$ cat src/rtl/retention_pwr_seq.sv
// retention_pwr_seq
//   Power-sequencing controller for one switchable domain holding a
//   state-retention FIFO. Orders FIFO save/restore strobes, output isolation,
//   clock gating and the power switch so retained state survives power-off.
//
// Ports
//   clk       in  : always-on clock
//   rst_n     in  : synchronous active-low reset
//   sleep_req in  : level, 1 = request power-down, 0 = request domain on
//   pwr_ack   in  : power-switch status, 1 = domain powered
//   pwr_en    out : power-switch enable
//   iso_en    out : clamp domain outputs
//   clk_en    out : domain clock-gate enable
//   save      out : one-cycle pulse to FIFO save pin
//   restore   out : one-cycle pulse to FIFO restore pin
//   wr_block  out : upstream must not access the FIFO
//   asleep    out : domain is off and retained
//   busy      out : sequencer not in ON
//   err       out : sticky power-switch timeout flag
module retention_pwr_seq #(
  parameter int unsigned QUIESCE_CYCLES = 4,
  parameter int unsigned ISO_CYCLES     = 2,
  parameter int unsigned PWR_TIMEOUT    = 16
) (
  input  logic clk,
  input  logic rst_n,
  input  logic sleep_req,
  input  logic pwr_ack,
  output logic pwr_en,
  output logic iso_en,
  output logic clk_en,
  output logic save,
  output logic restore,
  output logic wr_block,
  output logic asleep,
  output logic busy,
  output logic err
);

  localparam int unsigned MAX_QI = (QUIESCE_CYCLES > ISO_CYCLES) ? QUIESCE_CYCLES : ISO_CYCLES;
  localparam int unsigned MAX_C  = (MAX_QI > PWR_TIMEOUT) ? MAX_QI : PWR_TIMEOUT;
  localparam int unsigned CW     = (MAX_C + 1 > 1) ? $clog2(MAX_C + 1) : 1;

  localparam logic [CW-1:0] Q_LAST = CW'(QUIESCE_CYCLES - 1);
  localparam logic [CW-1:0] I_LAST = CW'(ISO_CYCLES - 1);
  localparam logic [CW-1:0] T_CNT  = CW'(PWR_TIMEOUT);

  typedef enum logic [3:0] {
    S_ON,
    S_QUIESCE,
    S_SAVE,
    S_ISO,
    S_PWR_OFF,
    S_SLEEP,
    S_PWR_ON,
    S_RESTORE,
    S_DEISO,
    S_ERR
  } state_t;

  state_t          state_q, state_d;
  logic [CW-1:0]   cnt_q, cnt_d;
  logic            timeout;

  logic pwr_en_q, iso_en_q, clk_en_q, save_q, restore_q;
  logic wr_block_q, asleep_q, busy_q, err_q;
  logic pwr_en_d, iso_en_d, clk_en_d, save_d, restore_d;
  logic wr_block_d, asleep_d, busy_d, err_d;

  // State, dwell counter and registered outputs.
  always_ff @(posedge clk) begin
    if (!rst_n) begin
      state_q    <= S_ON;
      cnt_q      <= '0;
      pwr_en_q   <= 1'b1;
      iso_en_q   <= 1'b0;
      clk_en_q   <= 1'b1;
      save_q     <= 1'b0;
      restore_q  <= 1'b0;
      wr_block_q <= 1'b0;
      asleep_q   <= 1'b0;
      busy_q     <= 1'b0;
      err_q      <= 1'b0;
    end else begin
      state_q    <= state_d;
      cnt_q      <= cnt_d;
      pwr_en_q   <= pwr_en_d;
      iso_en_q   <= iso_en_d;
      clk_en_q   <= clk_en_d;
      save_q     <= save_d;
      restore_q  <= restore_d;
      wr_block_q <= wr_block_d;
      asleep_q   <= asleep_d;
      busy_q     <= busy_d;
      err_q      <= err_d;
    end
  end

  // Next state. An ack arriving in the timeout cycle is checked first, so it wins.
  always_comb begin
    state_d = state_q;
    timeout = 1'b0;
    case (state_q)
      S_ON:      if (sleep_req) state_d = S_QUIESCE;
      S_QUIESCE: begin
        if (!sleep_req)           state_d = S_ON;
        else if (cnt_q == Q_LAST) state_d = S_SAVE;
      end
      S_SAVE:    state_d = S_ISO;
      S_ISO:     if (cnt_q == I_LAST) state_d = S_PWR_OFF;
      S_PWR_OFF: begin
        if (!pwr_ack) state_d = S_SLEEP;
        else if (cnt_q == T_CNT) begin
          timeout = 1'b1;
          state_d = S_PWR_ON;
        end
      end
      S_SLEEP:   if (!sleep_req) state_d = S_PWR_ON;
      S_PWR_ON: begin
        if (pwr_ack) state_d = S_RESTORE;
        else if (cnt_q == T_CNT) begin
          timeout = 1'b1;
          state_d = S_ERR;
        end
      end
      S_RESTORE: state_d = S_DEISO;
      S_DEISO:   if (cnt_q == I_LAST) state_d = S_ON;
      S_ERR:     state_d = S_ERR;
      default:   state_d = S_ON;
    endcase
  end

  // Dwell counter clears on any state change and saturates instead of wrapping.
  always_comb begin
    if (state_d != state_q)  cnt_d = '0;
    else if (cnt_q == '1)    cnt_d = cnt_q;
    else                     cnt_d = cnt_q + CW'(1);
  end

  // Outputs decoded from the next state so they move on the same edge as it.
  always_comb begin
    pwr_en_d   = 1'b1;
    iso_en_d   = 1'b0;
    clk_en_d   = 1'b0;
    save_d     = 1'b0;
    restore_d  = 1'b0;
    wr_block_d = 1'b0;
    asleep_d   = 1'b0;
    busy_d     = (state_d != S_ON);
    err_d      = err_q | timeout;
    case (state_d)
      S_ON:      clk_en_d = 1'b1;
      S_QUIESCE: begin
        clk_en_d   = 1'b1;
        wr_block_d = 1'b1;
      end
      S_SAVE: begin
        clk_en_d   = 1'b1;
        wr_block_d = 1'b1;
        save_d     = 1'b1;
      end
      S_ISO, S_DEISO: begin
        clk_en_d   = 1'b1;
        iso_en_d   = 1'b1;
        wr_block_d = 1'b1;
      end
      S_PWR_OFF: begin
        pwr_en_d   = 1'b0;
        iso_en_d   = 1'b1;
        wr_block_d = 1'b1;
      end
      S_SLEEP: begin
        pwr_en_d   = 1'b0;
        iso_en_d   = 1'b1;
        wr_block_d = 1'b1;
        asleep_d   = 1'b1;
      end
      S_PWR_ON: begin
        iso_en_d   = 1'b1;
        wr_block_d = 1'b1;
      end
      S_RESTORE: begin
        clk_en_d   = 1'b1;
        iso_en_d   = 1'b1;
        wr_block_d = 1'b1;
        restore_d  = 1'b1;
      end
      S_ERR: begin
        iso_en_d   = 1'b1;
        wr_block_d = 1'b1;
        err_d      = 1'b1;
      end
      default: ;
    endcase
  end

  assign pwr_en   = pwr_en_q;
  assign iso_en   = iso_en_q;
  assign clk_en   = clk_en_q;
  assign save     = save_q;
  assign restore  = restore_q;
  assign wr_block = wr_block_q;
  assign asleep   = asleep_q;
  assign busy     = busy_q;
  assign err      = err_q;

endmodule

$ cat config.mk
export PLATFORM = sky130hd
export DESIGN_NAME = retention_pwr_seq
export DESIGN_NICKNAME = d
export VERILOG_FILES = /design/src/rtl/retention_pwr_seq.sv
export SDC_FILE = /design/constraint.sdc
export NUM_CORES = 1
export LEC_CHECK = 0
export ABC_AREA = 1
export CAP_MARGIN = 10
export CORE_MARGIN = 3
export CORE_UTILIZATION = 30
export CTS_BUF_LIST = sky130_fd_sc_hd__clkbuf_8
export CTS_CLUSTER_SIZE = 10
export DETAILED_ROUTE_END_ITERATION = 10
export RECOVER_POWER = 25
export REMOVE_ABC_BUFFERS = 1
export SLEW_MARGIN = 10
export SYNTH_ARGS = -nofsm -noshare
export SYNTH_HDL_FRONTEND = slang
export SYNTH_SLANG_ARGS = --single-unit
$ cat constraint.sdc
create_clock -name clk -period 2.71 [get_ports clk]
set_input_delay 0.4065 -clock clk [delete_from_list [all_inputs] [get_ports clk]]
set_output_delay 0.4065 -clock clk [all_outputs]
set_load 0.03 [all_outputs]
== Word level (Yosys, flattened, before mapping) ==
Cells that the tools add are included.

* Add/sub/neg operators: 1
* $mul: 0
* Divide/modulo/power cells: 0
* $lt $le $gt $ge: 0
* Eq/ne operators: 23
* Shift operators: 0
* Mux-type cells: 23
* Bitwise gates (word level): 2
* Reductions and logical operators: 8

{| class="wikitable"
|+ Operators with widths
! cell !! number
|-
| 2-to-1 mux 4 bit || 10
|-
| one-hot mux 4 bit (10 select lines) || 1
|-
| equality test 4 x 3 -> 1 bit, second input constant || 8
|-
| equality test 4 x 2 -> 1 bit, second input constant || 4
|-
| equality test 4 bit, second input constant || 4
|-
| 2-to-1 mux 1 bit || 11
|-
| equality test 5 bit, second input constant || 2
|-
| OR reduction 9 bit || 1
|-
| equality test 4 x 1 -> 1 bit, second input constant || 2
|-
| logical NOT 4 bit || 2
|-
| OR reduction 7 bit || 1
|-
| OR reduction 6 bit || 1
|-
| adder 5 x 1 -> 5 bit, second input constant || 1
|-
| equality test 5 x 1 -> 1 bit, second input constant || 1
|-
| equality test 5 x 2 -> 1 bit, second input constant || 1
|-
| inequality test 4 bit || 1
|-
| nonzero test 4 bit || 1
|-
| OR reduction 2 bit || 2
|-
| one-hot mux 1 bit (2 select lines) || 1
|-
| NOT 1 bit || 1
|-
| bitwise OR 1 bit || 1
|}

* Register bits: 18
* Bits in latches: 0
* RAM bits: 0
* ROM bits: 0
* Bits of input ports: 4
* Output and inout port bits: 9
* Memories kept: 0

== Depth between registers and ports, before layout ==
Gate-level depths: netlist of the first run.

* Word-level depth: 7
* Depth in mapped cells: 14
* Mapped depth without buffers: 14

== Worst setup path after synthesis of the first run ==
OpenSTA, ideal clock, no wires.

* Path kind: register to register
* Start point: register cnt_q[0]
* End point: register clk_en_q (netlist: clk_en)
* Library setup time: 0.109 ns
* Arrival: 1.433 ns
* Required time: 2.601 ns
* Slack: 1.168 ns
* Stages on the path, launching flop included: 15
* Path buffers: 0
* Cells stage by stage: dfxtp_1 inv_1 ha_1 nand2_1 inv_1 nand2_1 nand2_1 nand2_4 nand3_4 nor2_4 inv_2 nand2_2 nand2_1 nand2_1 inv_1

* Word-level cells in the longest chain between the ends: 7

{| class="wikitable"
|+ Ends and longest elaborated chain
! item !! line !! RTL
|-
| start: declaration || 62 || <nowiki>logic [CW-1:0] cnt_q, cnt_d;</nowiki>
|-
| start signal: assignment || 86 || <nowiki>cnt_q <= cnt_d;</nowiki>
|-
| equality test 5 bit / equality test 5 x 2 -> 1 bit (equally long branches) || 113, 121, 107 ||
|-
| 2-to-1 mux 4 bit (on tied branches) || 121, 107, 113 ||
|-
| 2-to-1 mux 4 bit (on tied branches) || 120, 106, 112 ||
|-
| one-hot mux 4 bit (10 select lines) (*) || 103 || <nowiki>case (state_q)</nowiki>
|-
| equality test 4 x 3 -> 1 bit, or another cell as far along || 151 || <nowiki>case (state_d)</nowiki>
|-
| OR reduction 6 bit (no line) (*) || - ||
|-
| 2-to-1 mux 1 bit (*) || 151 ||
|-
| end signal: assignment || 89 || <nowiki>clk_en_q <= clk_en_d;</nowiki>
|-
| end: declaration || 65 || <nowiki>logic pwr_en_q, iso_en_q, clk_en_q, save_q, restore_q;</nowiki>
|}

Mark *: on every way between the ends. The rest lies on a longest branch, timed or not.
A chain may end at the register's enable or synchronous reset.

== Final worst setup path of the first run ==
* Start point: register cnt_q[0]
* End point: register cnt_q[1]

* Word-level cells in the longest chain between the ends: 6

{| class="wikitable"
|+ Ends and longest elaborated chain
! item !! line !! RTL
|-
| equality test 5 bit / equality test 5 x 2 -> 1 bit (equally long branches) || 113, 121, 107 ||
|-
| 2-to-1 mux 4 bit (on tied branches) || 121, 107, 113 ||
|-
| 2-to-1 mux 4 bit (on tied branches) || 120, 106, 112 ||
|-
| one-hot mux 4 bit (10 select lines) || 103 ||
|-
| inequality test 4 bit || 135 || <nowiki>if (state_d != state_q) cnt_d = '0;</nowiki>
|-
| OR reduction 2 bit (no line) || - ||
|}

Several ways; a longest one is shown, not always the timed one.

==> results.py, run 1 <==
metrics = {
    "floorplan": {
        "start_util": 0.328,
        "ios": 13,
        "coreArea_mm2": 0.00352,
        "die_h_um": 68.1,
        "die_area_mm2": 0.00463,
        "die_w_um": 68.1,
        "rows": 21,
    },
    "synth": {
        "yosys_warnings": 0,
        "synth_cell_type_count": 26,
        "synth_top_flop_cell": "dfxtp_1",
        "synth.ff_latch_count": 18,
        "synth_area_per_cell_um2": 7.46,
        "syn_area_mm2": 0.00116,
        "yosysSeqAreaShare": 0.312,
        "synthArstFlopShare": 0,
        "synthCells": 155,
        "synth_edf_count": 0,
    },
    "critical_path": {
        "r2r-start": "cnt_q[0]$_SDFFE_PP0P_",
        "worstSetupPathType": "reg -> reg",
        "required_ps": 2850,
        "critPathCaptureType": "flip-flop",
        "arrival_ps": 2060,
        "cp_top_family": "simple AND/OR/NAND/NOR gates",
        "cp_max_fo": 6,
        "r2r_cells": 10,
        "cpMaxStageDelayCell": "dfxtp_1",
        "max_stage_delay_ps": 410,
        "critical_path.startpoint_type": "flip-flop",
        "r2r-end": "cnt_q[1]$_SDFFE_PP0P_",
        "r2r_slack_ps": 790,
        "worstPathCellList": "ha_1 -> inv_1 -> nor2_1 -> nand3_1 -> nand2_2 -> nand3_4 -> nor2_1 -> nand2_2 -> nand2_4 -> nor3_2",
        "path_buf_inv": 1,
    },
    "sta": {
        "max_slew_margin": 0.701,
        "worst_pin_slew_ps": 448,
        "fmax_mhz": 520,
        "final.min_clock_period_ps": 1920,
        "skew_ps": 1.77,
        "hold_violations": 0,
        "layout_setup_ws_ps": 789,
        "setup_tns_ps": 0,
        "setup-violations-final": 0,
        "finalMaxSlewViolations": 0,
        "finalCritPeriodShare": 0.709,
        "rsz0062_at_grt": "no",
    },
    "clock_tree": {
        "clockBufferDepth": 2,
        "cts_tree": "done",
        "clock-sinks": 18,
        "cts_resized": 0,
        "clk_latency_ps": 250,
        "htreeDepth": 1,
        "clockRootBuffer": "clkbuf_8",
        "cts_setup_buffers": 0,
        "holdBufCountCts": 0,
        "cts_made_buffers": 3,
        "path_clk_slew_ps": 60,
    },
    "routing": {
        "wl_per_cell_um": 10.6,
        "routed_wl_um": 2300,
        "viasPerCell": 4.43,
        "dr.pass1.iters": 4,
        "drt-initial-drc-count": 26,
        "drc": 0,
        "dr_total_vias": 956,
        "drtAntennaViolNets": 0,
    },
    "min_path": {
        "hold_class": "reg -> reg",
        "worstHoldEndpoint": "err$_SDFF_PN0_",
        "hold_path_depth": 2,
        "min-delay-start": "err$_SDFF_PN0_",
    },
    "layout": {
        "final_cell_mix": "38 x nand2_1, 18 x nor2_1, 18 x dfxtp_1",
        "drive_gt1_frac": 0.229,
        "multi_input_area_um2": 683,
        "regArea_um2": 360,
        "diodes": 0,
        "area_delta_synth_final_pct": 17.9,
        "layout_commonest_cell": "nand2_1",
        "nFillCells": 398,
        "nets": 179,
    },
    "pwr": {
        "clkPwrFrac": 0.376,
        "netSwitchingPower_uw": 140,
        "p_int_uw": 428,
        "powerDensity_mw_per_mm2": 417,
        "p_sw_frac": 0.247,
        "seqPwrFrac": 0.491,
        "vdd_drop_max_mv": 0.455,
        "pwr-share-comb": 0.134,
        "p_leak_uw": 0.000582,
    },
    "global_routing": {
        "globalRouteOverflowTotal": 0,
        "grt_pass1_vias": 889,
        "grt_pass1_wl_um": 3910,
        "grt_max_degree": 11,
        "groute.usage.overall": 0.112,
        "grt_antenna_before_repair": 0,
    },
    "run": {
        "drv_cap": 0,
    },
    "placement": {
        "post-place-ws_ps": 843,
        "place.gp.congestion": 0.876,
        "port_buffers": 12,
        "dp_hpwl_um": 1910,
    },
    "outcome": {
        "outcome": "complete, no violations",
    },
}
==> registers in the layout, indices dropped and copies added, names as in the netlist <==
name and count:
wr_block 1, err 1, save 1, restore 1, pwr_en 1, clk_en 1, asleep 1, cnt_q 5
busy 1, state_q 4, iso_en 1
==> layer usage <==
| layer | share of wire | track usage |
|---|---|---|
| met1 | 0.50 | 0.147 |
| met3 | 0.025 | 0.0296 |
| met5 | 0 | 0 |
| met4 | 0.0096 | 0.0298 |
| met2 | 0.47 | 0.179 |
==> final cells by class <==
class,instances,area share
multi-input cells,113,0.501
inverters,23,0.0634
clock buffers,4,0.0404
well taps,46,0.0422
repair buffers,12,0.0882
flip-flops and latches,18,0.264
==> power by group through the flow <==
stage / combinational [uW] / sequential, uW / clock, uW
final: 76.1 / 279 / 214
after global routing: 86.0 / 279 / 232
after CTS: 79.2 / 279 / 219
after detailed placement: 78.8 / 285 / 0
after global placement: 79.0 / 285 / 0
after floorplan: 52.6 / 289 / 0
==> logic make-up (layout without fill, tap and decap cells) <==
kind of cell | count (synthesis) | count (layout) | synth area share
AO/OA/AOI/OAI | 10 | 10 | 0.0649
AND/OR/NAND/NOR | 96 | 96 | 0.476
XOR/XNOR | 3 | 3 | 0.0227
flip-flops | 18 | 18 | 0.312
buffers and inverters | 24 | 39 | 0.0812
adder cells (fa/ha/maj) | 4 | 4 | 0.0433
==> Yosys cell counts (4+ instances only) <==
master / n / area, um^2
ha_1: 4 / 50.1
nor2_1: 16 / 60.1
nor2_4: 4 / 45.0
inv_1: 14 / 52.6
inv_2: 8 / 30.0
dfxtp_1: 18 / 360
nand2_2: 8 / 50.1
nor3_2: 5 / 50.1
nand2_1: 37 / 139
nand3_1: 10 / 50.1
==> how the worst max path moves through the flow <==
stage | start | to | slack [ps] | cells past startpoint
5_1_grt | cnt_q[0]$_SDFFE_PP0P_ | wr_block$_SDFF_PN0_ | 570 | 10
4_1_cts | cnt_q[0]$_SDFFE_PP0P_ | cnt_q[1]$_SDFFE_PP0P_ | 990 | 10
3_5_place_dp | pwr_ack | wr_block$_SDFF_PN0_ | 840 | 9
3_3_place_gp | pwr_ack | wr_block$_SDFF_PN0_ | 830 | 9
6_report | cnt_q[0]$_SDFFE_PP0P_ | cnt_q[1]$_SDFFE_PP0P_ | 790 | 10
2_1_floorplan | cnt_q[0]$_SDFFE_PP0P_ | clk_en$_SDFF_PN1_ | 1170 | 14
==> worst min-delay path: stages, from the launching register on <==
cell	delay (ps)
dfxtp_1	370
a311oi_1	80
a21oi_1	140
==> through the flow <==
step | utilization | power (uW) | hold WS (ps) | cell area [um^2] | std cells
after floorplan | - | 341 | 528 | 1150 | 154
after global placement | 0.377 | 364 | 625 | 1330 | 212
after detailed placement | 0.377 | 364 | 615 | 1330 | 212
after CTS | 0.392 | 578 | 631 | 1380 | 216
after global routing | 0.387 | 597 | 651 | 1360 | 216
final | 0.387 | 569 | 625 | 1360 | 216
(Power assumes the default switching activity.)
==> run 2, diff against run 1 <==
- clock period: 2.71 -> 1.6 ns (I/O delays scaled with it)
==> results.py, run 2 (synthesis results as in run 1) <==
metrics = {
    "outcome": {
        "outcome": "finished, violations left",
        "violations": "negative setup slack",
    },
    "critical_path": {
        "cp_max_fo": 5,
        "worstPathCellList": "inv_4 -> ha_4 -> inv_4 -> nor2_4 -> nand3_2 -> nand2_4 -> nand2_2 -> inv_2 -> nand3_4 -> nand2_4 -> nand3_4 -> nor3_2",
        "required_ps": 1780,
        "arrival_ps": 1810,
        "cpMaxStageDelayCell": "dfxtp_4",
        "critical_path.startpoint_type": "flip-flop",
        "max_stage_delay_ps": 360,
        "worstSetupPathType": "reg -> reg",
        "critPathCaptureType": "flip-flop",
    },
    "routing": {
        "drt-initial-drc-count": 39,
        "viasPerCell": 4.53,
        "drtAntennaViolNets": 0,
        "dr.pass1.iters": 4,
        "routed.top_layer": "met4",
        "routed_wl_um": 2640,
        "dr_total_vias": 1061,
        "met1_length_um": 1190,
        "route.met3.wl_um": 113,
        "wl_per_cell_um": 11.3,
        "drc": 0,
        "route.met2.wl_um": 1290,
    },
    "layout": {
        "diodes": 0,
        "final_core_util": 0.470,
        "area_delta_synth_final_pct": 43.2,
        "regMostFlops": "cnt_q",
        "top_regs": "cnt_q: 5 flops, state_q: 4 flops",
        "final_cell_mix": "32 x nand2_1, 17 x buf_4, 15 x dfxtp_1",
        "drive_gt1_frac": 0.457,
        "largest_reg_flops": 5,
        "layout_commonest_cell": "nand2_1",
        "fin_area_mm2": 0.00166,
        "nets": 197,
    },
    "clock_tree": {
        "cts_made_buffers": 3,
        "clk_latency_ps": 250,
        "htreeDepth": 1,
        "clock-sinks": 18,
        "holdBufCountCts": 0,
        "clockBufferDepth": 2,
        "cts_tree": "done",
        "clockRootBuffer": "clkbuf_8",
        "path_clk_slew_ps": 60,
    },
    "placement": {
        "port_buffers": 12,
        "placed_area_mm2": 0.00142,
        "place.gp.congestion": 0.923,
        "dp_hpwl_um": 2030,
    },
    "run": {
        "drv_cap": 0,
    },
    "floorplan": {
        "die_area_mm2": 0.00463,
        "coreArea_mm2": 0.00352,
        "die_w_um": 68.1,
        "rows": 21,
        "die_h_um": 68.1,
        "start_util": 0.328,
        "ios": 13,
    },
    "min_path": {
        "hold_class": "reg -> reg",
    },
    "pwr": {
        "vdd_drop_max_mv": 0.387,
        "p_leak_uw": 0.000687,
        "powerDensity_mw_per_mm2": 619,
    },
    "global_routing": {
        "grt_antenna_before_repair": 0,
        "grt_max_degree": 11,
        "grt_pass1_wl_um": 4440,
        "grt_pass1_vias": 968,
        "groute.usage.overall": 0.127,
        "globalRouteOverflowTotal": 0,
    },
    "sta": {
        "whs_ps": 632,
        "skew_ps": 2.41,
        "finalCritPeriodShare": 1.02,
        "max_slew_margin": 0.792,
        "final.min_clock_period_ps": 1630,
        "hold_violations": 0,
        "setup-violations-final": 3,
        "worst_pin_slew_ps": 311,
        "finalMaxSlewViolations": 0,
        "rsz0062_at_grt": "yes",
        "fmax_mhz": 615,
        "layout_setup_ws_ps": -26.3,
    },
}
[run 2: changes by cell type in the layout (fill, tap and decap cells not counted), moves of 4 or more]
cell | before | now
nor2_2 | 2 | 6
buf_4 | 0 | 17
ha_1 | 4 | 0
nand2_1 | 38 | 32
nor2_1 | 18 | 11
inv_1 | 14 | 10
[run 2: cell type report]
| cell class | instances | area (um^2) |
|---|---|---|
| tap | 46 | 57.6 |
| sequential | 18 | 369 |
| clock buffer | 4 | 55.1 |
| multi-input combinational | 113 | 823 |
| inverter | 23 | 91.3 |
| timing repair buffer | 30 | 259 |
| fill | 368 | 1870 |
[run 2: repair_timing]
action | 4_1_cts | 5_1_grt
buffers inserted | 0 | 5
pin swaps | 5 | 15
resized for setup | 16 | 25
setup endpoints to repair | 13 | 15
[run 2: per-layer routing]
metal	GRT usage	up-vias
li1	-	557
met1	0.168	479
met3	0.0312	6
met2	0.201	19
met5	0	-
met4	0.0447	0
[run 2: worst max-delay path, delay by kind of cell (launching register included)]
kind / cells / cell delay [ps]
buffers and inverters: 3 / 160
adders and majority gates: 1 / 130
and+or+nand+nor: 8 / 890
DFF: 1 / 360
[run 2: worst paths after layout]
kind                    startpoint                    end  slack [ps]  cells past startpoint
max reg2reg  cnt_q[1]$_SDFFE_PP0P_  cnt_q[3]$_SDFFE_PP0P_         -30                     12
max          cnt_q[1]$_SDFFE_PP0P_  cnt_q[3]$_SDFFE_PP0P_         -30                     12
min                 err$_SDFF_PN0_         err$_SDFF_PN0_         630                      2
min reg2reg         err$_SDFF_PN0_         err$_SDFF_PN0_         630                      2
[run 2: stage by stage]
stage | total power [uW] | std cells | setup WS [ps] | setup TNS, ps
6_report | 1020 | 234 | -26.3 | -31.2
5_1_grt | 1090 | 234 | -138 | -1060
4_1_cts | 1020 | 229 | 3.47 | 0
3_5_place_dp | 637 | 225 | -97.2 | -836
3_3_place_gp | 637 | 225 | -78.8 | -601
2_1_floorplan | 578 | 154 | 58.3 | 0
[run 2: report_power, final]
group	switching, uW	internal, uW
Clock	142	218
Sequential	11.5	461
Combinational	110	80.8
